File: src/rtl/muldiv_seq.sv
`default_nettype none
// ============================================================================
// muldiv_seq : iterative unsigned multiply (shift-add) / divide (restoring)
// Revision   : 1.0
// ============================================================================
module muldiv_seq #(
  parameter int WIDTH = 32
) (
  input  logic               clk,
  input  logic               rst,
  input  logic               start,
  input  logic [1:0]         check,
  input  logic [WIDTH-1:0]   in_A,
  input  logic [WIDTH-1:0]   in_B,
  output logic               busy,
  output logic               done,
  output logic [2*WIDTH-1:0] out
);

  localparam int            CW       = (WIDTH > 1) ? $clog2(WIDTH) : 1;
  localparam logic [CW-1:0] CNT_LAST = CW'(WIDTH - 1);

  typedef enum logic [1:0] {
    IDLE = 2'd0,
    RUN  = 2'd1,
    DONE = 2'd2
  } state_t;

  state_t             state_q, state_d;
  logic [CW-1:0]      cnt_q, cnt_d;
  logic               div_q, div_d;
  logic [WIDTH-1:0]   opnd_q, opnd_d;
  logic [2*WIDTH-1:0] acc_q, acc_d;
  logic [2*WIDTH-1:0] out_q, out_d;
  logic               busy_q, busy_d;
  logic               done_q, done_d;

  logic               accept;
  logic [WIDTH:0]     mul_sum;
  logic [WIDTH:0]     div_part;
  logic [WIDTH-1:0]   div_diff;
  logic               div_ge;
  logic [2*WIDTH-1:0] step;

  // check[1] has no function; the name keeps it out of unused-signal reports
  logic unused_check_hi;
  assign unused_check_hi = check[1];

  // One iteration. acc holds {partial product, multiplier} for multiply and
  // {partial remainder, dividend/quotient bits} for divide.
  always_comb begin
    mul_sum  = {1'b0, acc_q[2*WIDTH-1:WIDTH]} + (acc_q[0] ? {1'b0, opnd_q} : '0);
    div_part = acc_q[2*WIDTH-1:WIDTH-1];
    div_ge   = (div_part >= {1'b0, opnd_q});
    div_diff = div_part[WIDTH-1:0] - opnd_q;
    if (div_q) begin
      step = {(div_ge ? div_diff : div_part[WIDTH-1:0]), acc_q[WIDTH-2:0], div_ge};
    end else begin
      step = {mul_sum, acc_q[WIDTH-1:1]};
    end
  end

  always_comb begin
    state_d = state_q;
    cnt_d   = cnt_q;
    div_d   = div_q;
    opnd_d  = opnd_q;
    acc_d   = acc_q;
    out_d   = out_q;
    accept  = start && (state_q != RUN);
    case (state_q)
      RUN: begin
        acc_d = step;
        if (cnt_q == CNT_LAST) begin
          state_d = DONE;
          cnt_d   = '0;
          out_d   = div_q ? {step[WIDTH-1:0], step[2*WIDTH-1:WIDTH]} : step;
        end else begin
          cnt_d = cnt_q + 1'b1;
        end
      end
      default: begin
        if (accept) begin
          state_d = RUN;
          cnt_d   = '0;
          div_d   = check[0];
          opnd_d  = check[0] ? in_B : in_A;
          acc_d   = {{WIDTH{1'b0}}, (check[0] ? in_A : in_B)};
        end else begin
          state_d = IDLE;
        end
      end
    endcase
    busy_d = (state_d == RUN);
    done_d = (state_d == DONE);
  end

  always_ff @(posedge clk) begin
    if (rst) begin
      state_q <= IDLE;
      cnt_q   <= '0;
      div_q   <= 1'b0;
      opnd_q  <= '0;
      acc_q   <= '0;
      out_q   <= '0;
      busy_q  <= 1'b0;
      done_q  <= 1'b0;
    end else begin
      state_q <= state_d;
      cnt_q   <= cnt_d;
      div_q   <= div_d;
      opnd_q  <= opnd_d;
      acc_q   <= acc_d;
      out_q   <= out_d;
      busy_q  <= busy_d;
      done_q  <= done_d;
    end
  end

  assign busy = busy_q;
  assign done = done_q;
  assign out  = out_q;

endmodule
`default_nettype wire
File: config.mk
export PLATFORM = sky130hd
export DESIGN_NAME = muldiv_seq
export DESIGN_NICKNAME = d
export VERILOG_FILES = /design/src/rtl/muldiv_seq.sv
export SDC_FILE = /design/constraint.sdc
export NUM_CORES = 1
export LEC_CHECK = 0
export CAP_MARGIN = 20
export CORE_MARGIN = 4
export CORE_UTILIZATION = 25
export DETAILED_ROUTE_END_ITERATION = 10
export SLEW_MARGIN = 20
export SYNTH_ARGS = -nofsm -noshare
export SYNTH_HDL_FRONTEND = slang
export SYNTH_SLANG_ARGS = --single-unit
File: constraint.sdc
create_clock -name clk -period 4.1 [get_ports clk]
set_input_delay 0.41 -clock clk [delete_from_list [all_inputs] [get_ports clk]]
set_output_delay 0.41 -clock clk [all_outputs]
set_load 0.05 [all_outputs]
======== Yosys cells after proc, flatten, opt, wreduce, memory -nomap -nowiden ========
Index checks and enable logic that the tools add are counted.
cells by class
  bitwise logic cells ..................... 1
  reductions and logical operators ........ 4
  multiplexer cells ....................... 14
  order comparisons ....................... 1
  equality and inequality tests ........... 5
  $add $sub $neg .......................... 3
operator list
  operator                                                               count
  64-bit 2-to-1 mux                                                      4
  32-bit 2-to-1 mux                                                      4
  32-bit by 32-bit adder with 33-bit output                              1
  33-bit by 32-bit greater-or-equal comparator with 1-bit output         1
  32-bit subtractor                                                      1
  5-bit 2-to-1 mux                                                       3
  5-bit by 1-bit adder with 5-bit output, second input constant          1
  5-bit equality test, second input constant                             1
  2-bit by 1-bit equality test with 1-bit output, second input constant  2
  2-bit 2-to-1 mux                                                       2
  2-bit AND reduction                                                    2
  2-bit equality test, second input constant                             1
  2-bit by 1-bit != test with 1-bit output, second input constant        1
  2-bit nonzero test                                                     1
  1-bit logical AND                                                      1
  1-bit 2-to-1 mux                                                       1
  1-bit NOT                                                              1
word-level totals
  register bits ........................... 170
  output and inout bits ................... 66
  input port bits ......................... 69

======== Logic depth before layout (Yosys ltp) ========
  word-level depth ........................ 5
  depth in mapped cells ................... 13

======== Worst setup path before layout ========
OpenSTA, ideal clock, no wires.
  kind .................................... register to register
  start point ............................. reg acc_q[31]
  end point ............................... reg out_q[24], in the netlist out[24]
  path slack .............................. 1.094 ns
  path buffers ............................ 0
  setup time .............................. 0.119 ns
  arrival ................................. 2.888 ns
  stages on the path, launching flop included .. 14
  clock period less this slack ............ 3.006 ns
  cells stage by stage .................... dfxtp_1 > inv_1 > ha_1 > inv_1 > fa_1 > a21oi_1 > o22ai_1 > o41ai_1 > o41ai_1 > nor2_1 > nor2_1 > o32a_1 > a32o_1 > o221a_2
on the way
  longest elaborated chain between the ends .. 4
  elaborated cells between the ends (all ways) .. 5
  classes of those cells .................. 1 x add/sub; 1 x order compare; 3 x mux
ends and longest elaborated chain
  element                                                                                                     RTL line  source
  from (decl)                                                                                                 33        logic [2*WIDTH-1:0] acc_q, acc_d;
  from (signal assigned)                                                                                      104       acc_q <= '0;
  from (signal assigned)                                                                                      113       acc_q <= acc_d;
  32-bit subtractor / 33-bit by 32-bit greater-or-equal comparator with 1-bit output (equally long branches)  55, 54
  32-bit 2-to-1 mux (*)                                                                                       57        step = {(div_ge ? div_diff : div_part[WIDTH-1:0]), acc_q[WIDTH-2:0], div_ge};
  64-bit 2-to-1 mux (*)                                                                                       56        if (div_q) begin
  64-bit 2-to-1 mux (*)                                                                                       77        out_d = div_q ? {step[WIDTH-1:0], step[2*WIDTH-1:WIDTH]} : step;
  to (signal assigned)                                                                                        114       out_q <= out_d;
  to (decl)                                                                                                   34        logic [2*WIDTH-1:0] out_q, out_d;
Mark *: on every way between the ends. The rest lies on a longest branch, timed or not.
A chain may end at the register's enable or synchronous reset.

======== Worst setup path in the final report ========
  start point ............................. reg acc_q[0]
  end point ............................... reg acc_q[55]
on the way
  longest elaborated chain between the ends .. 4
ends and longest elaborated chain
  element                                    RTL line  source
  32-bit 2-to-1 mux                          52        mul_sum = {1'b0, acc_q[2*WIDTH-1:WIDTH]} + (acc_q[0] ? {1'b0, opnd_q} : '0);
  32-bit by 32-bit adder with 33-bit output  52
  64-bit 2-to-1 mux                          56
  64-bit 2-to-1 mux                          71        case (state_q)
Every way passes these cells.

==> impl_metrics.ini <==
[yosys]
yosys_warnings = 0
synthFlopType = dfxtp_1
syn-cell-area_um2 = 11500
synth_edf_count = 0
ys_async_sr_fraction_pct = 0
synthCells = 1442
ys_seq_area_share_pct = 29.6
synth_seq_cells = 170
synth_xor_area_share_pct = 3.96
yosys.cell_types.count = 73
synth_compound_area_share_pct = 29.8
synth_top_family_by_area = compound AO/OA/AOI/OAI gates
synth_nets = 1579
synthSimpleGateAreaFrac_pct = 15.7
syn_avg_cell_area_um2 = 7.97
synth_mux_area_share_pct = 7.96
synth-adder-area-share_pct = 7.53

[power]
p_sw_mw = 1.66
sw_frac_of_total_pct = 33.8
powerDensity_nw_per_um2 = 351
p_seq_share_pct = 37.2
intPower_mw = 3.25
comb_power_share_pct = 28.7
p_leak_nw = 5.57
pwr-share-clk_pct = 34.1
peakVddDrop_v = 0.000346
power_mw = 4.90

[place]
hpwl_um = 29300
dp.cells = 2094
place_ws_ns = 0.452
numPortBuffers = 133
dpl_cell_area_um2 = 13400
gp_congestion = 0.921

[timing]
final_hold_viol_count = 0
fin_crit_sh_pct = 89.6
finalMaxSlewViolations = 0
relSlewSlack_pct = 31.3
fin_skew_ns = 0.0108
max_freq_mhz = 272
holdWs_ns = 0.382
setup_viol = 0
layout_setup_ws_ns = 0.426
period_minus_slack_ns = 3.67
fin_setup_tns_ns = 0
tightestPinTransition_ns = 1.03
rsz0062_at_grt = no

[setup_path]
arrival_ns = 4.02
cp_max_fo = 5
path_buf_inv = 2
crit_family = compound AO/OA/AOI/OAI gates
worstPathRequired_ns = 4.44
crit_path_cell_trace = and2_1 -> ha_1 -> inv_1 -> fa_1 -> nor2b_1 -> o31ai_1 -> buf_4 -> a21oi_1 -> o211ai_1 -> a31oi_1 -> a21boi_0 -> xnor2_1 -> or2_2 -> a22o_1
max_stage_delay_ns = 0.55
end_kind = flip-flop
cpMaxStageDelayCell = a31oi_1
start_kind = flip-flop
regToRegSetupSlack_ns = 0.43
crit_type = reg2reg

[cts]
cts_sinks = 170
cts_buffers = 17
cts_root_buf = clkbuf_16
ctsHoldBuffers = 0
cts_tree = built
clkSlewWorstSetupHoldPaths_ns = 0.07
clock_path_buffers = 2
cts_setup_buffers = 0
cts_resized = 0
htreeDepth = 4
clk_latency_ns = 0.45

[final_layout]
areaGrowthSynthToFinish_pct = 21.6
instances_no_fill = 2126
layout-drive-gt1-share_pct = 5.90
stdcell_area_um2 = 14000
nNetsFinal = 1650
diodes = 0
final_util_pct = 30.8

[floorplanning]
die_w_um = 222
die_area_um2 = 49500
die_h_um = 222
pin_count = 135
rows = 78
core_um2 = 45400
initial_utilization_pct = 25.3

[route]
postRouteAntennaNets = 0
vias_per_cell = 5.39
wl_um = 39500
drt_iter0_drc = 915
wl_per_cell_um = 18.6
drt_pass1_iterations = 6
drc = 0
vias = 11500

[outcome]
status = completed

[grt]
grt_pass1_vias = 11200
grt_start_max_net_pins = 89
grt_usage_pct = 15.4
grt_pass1_wl_um = 62600
antenna_found_initial = 0
overflow = 0

[worst_hold_path]
hold_path_class = in2reg

[run]
drv_cap = 0
path summary, 6_finish.rpt:
kind	start	to	cells after the start
max	acc_q[0]	acc_q[55]	14
max reg2reg	acc_q[0]	acc_q[55]	14
min reg2reg	out[1]	out[1]	2
min	rst	acc_q[0]	2
area by class of cell:
cell class	count	area, um2
Timing Repair Buffer	160	1550
Multi-Input combinational cell	1114	7480
Fill cell	4828	31400
Tap cell	600	751
Inverter	50	188
Sequential cell	170	3400
Clock buffer	21	460
Clock inverter	11	138
flip-flops by register name (all words and copies together) (netlist names):
register / cells
acc_q: 64
busy: 1
cnt_q: 5
div_q: 1
done: 1
opnd_q: 32
out: 64
state_q: 2
power by group through the flow:
stage | clock network [mW] | registers, mW | logic, mW
4_1_cts | 1.69 | 1.82 | 1.40
2_1_floorplan | 0 | 1.83 | 1.02
3_5_place_dp | 0 | 1.86 | 1.39
3_3_place_gp | 0 | 1.86 | 1.39
5_1_grt | 1.76 | 1.83 | 1.54
6_report | 1.67 | 1.82 | 1.41
cells in the final DEF, fill, tap and decap left out, types with 8 or more instances in the layout:
cell type	instances
o21ai_0	87
a21o_1	37
o21a_1	9
buf_4	27
xor2_1	21
nor3_1	14
clkdlybuf4s50_1	131
nand4_1	9
inv_1	48
a311oi_1	50
a21oi_1	114
mux2_1	11
xnor2_1	31
ha_1	66
nor2b_1	11
mux2_2	8
a31oi_1	59
dfxtp_1	169
and2_1	37
nand3_1	16
o211ai_1	14
a211oi_1	69
a221oi_1	8
mux2i_1	70
nand2_1	149
and3_1	13
nor2_1	113
clkbuf_16	17
cell usage after synthesis (13+ instances only):
cell type  count  share of area [%]
nor3_1        14               0.61
o211ai_1      14               0.91
nand3_1       16               0.70
nand2_1      149                4.9
xor2_1        21                1.6
a31oi_1       59                3.2
mux2i_1       70                6.1
xnor2_1       31                2.4
a211oi_1      69                4.5
a21o_1        37                2.4
and3_1        13               0.71
dfxtp_1      170                 30
o21ai_0       87                3.8
inv_1         48                1.6
clkbuf_1      80                2.6
buf_1         18               0.59
a21oi_1      114                5.0
ha_1          66                7.2
and2_1        38                2.1
nor2_1       114                3.7
a311oi_1      50                3.8
logic make-up (layout without fill, tap and decap cells):
group,after synthesis,count (layout)
buf+inv,158,242
mux,89,89
simple gates,392,392
fa+ha+maj,68,68
flops,170,170
xor+xnor,52,52
compound gates,513,513
per-layer routing:
layer / global-route usage, % / share of wire [%] / vias up / wire [um]
met2: 25.9 / 47 / 351 / 18700
met3: 1.86 / 4.8 / 46 / 1910
met4: 3.80 / 1.6 / 0 / 639
li1: - / - / 5504 / -
met1: 21.1 / 46 / 5552 / 18300
met5: 0 / 0 / - / 0
Power figures use the tool's default switching activity.
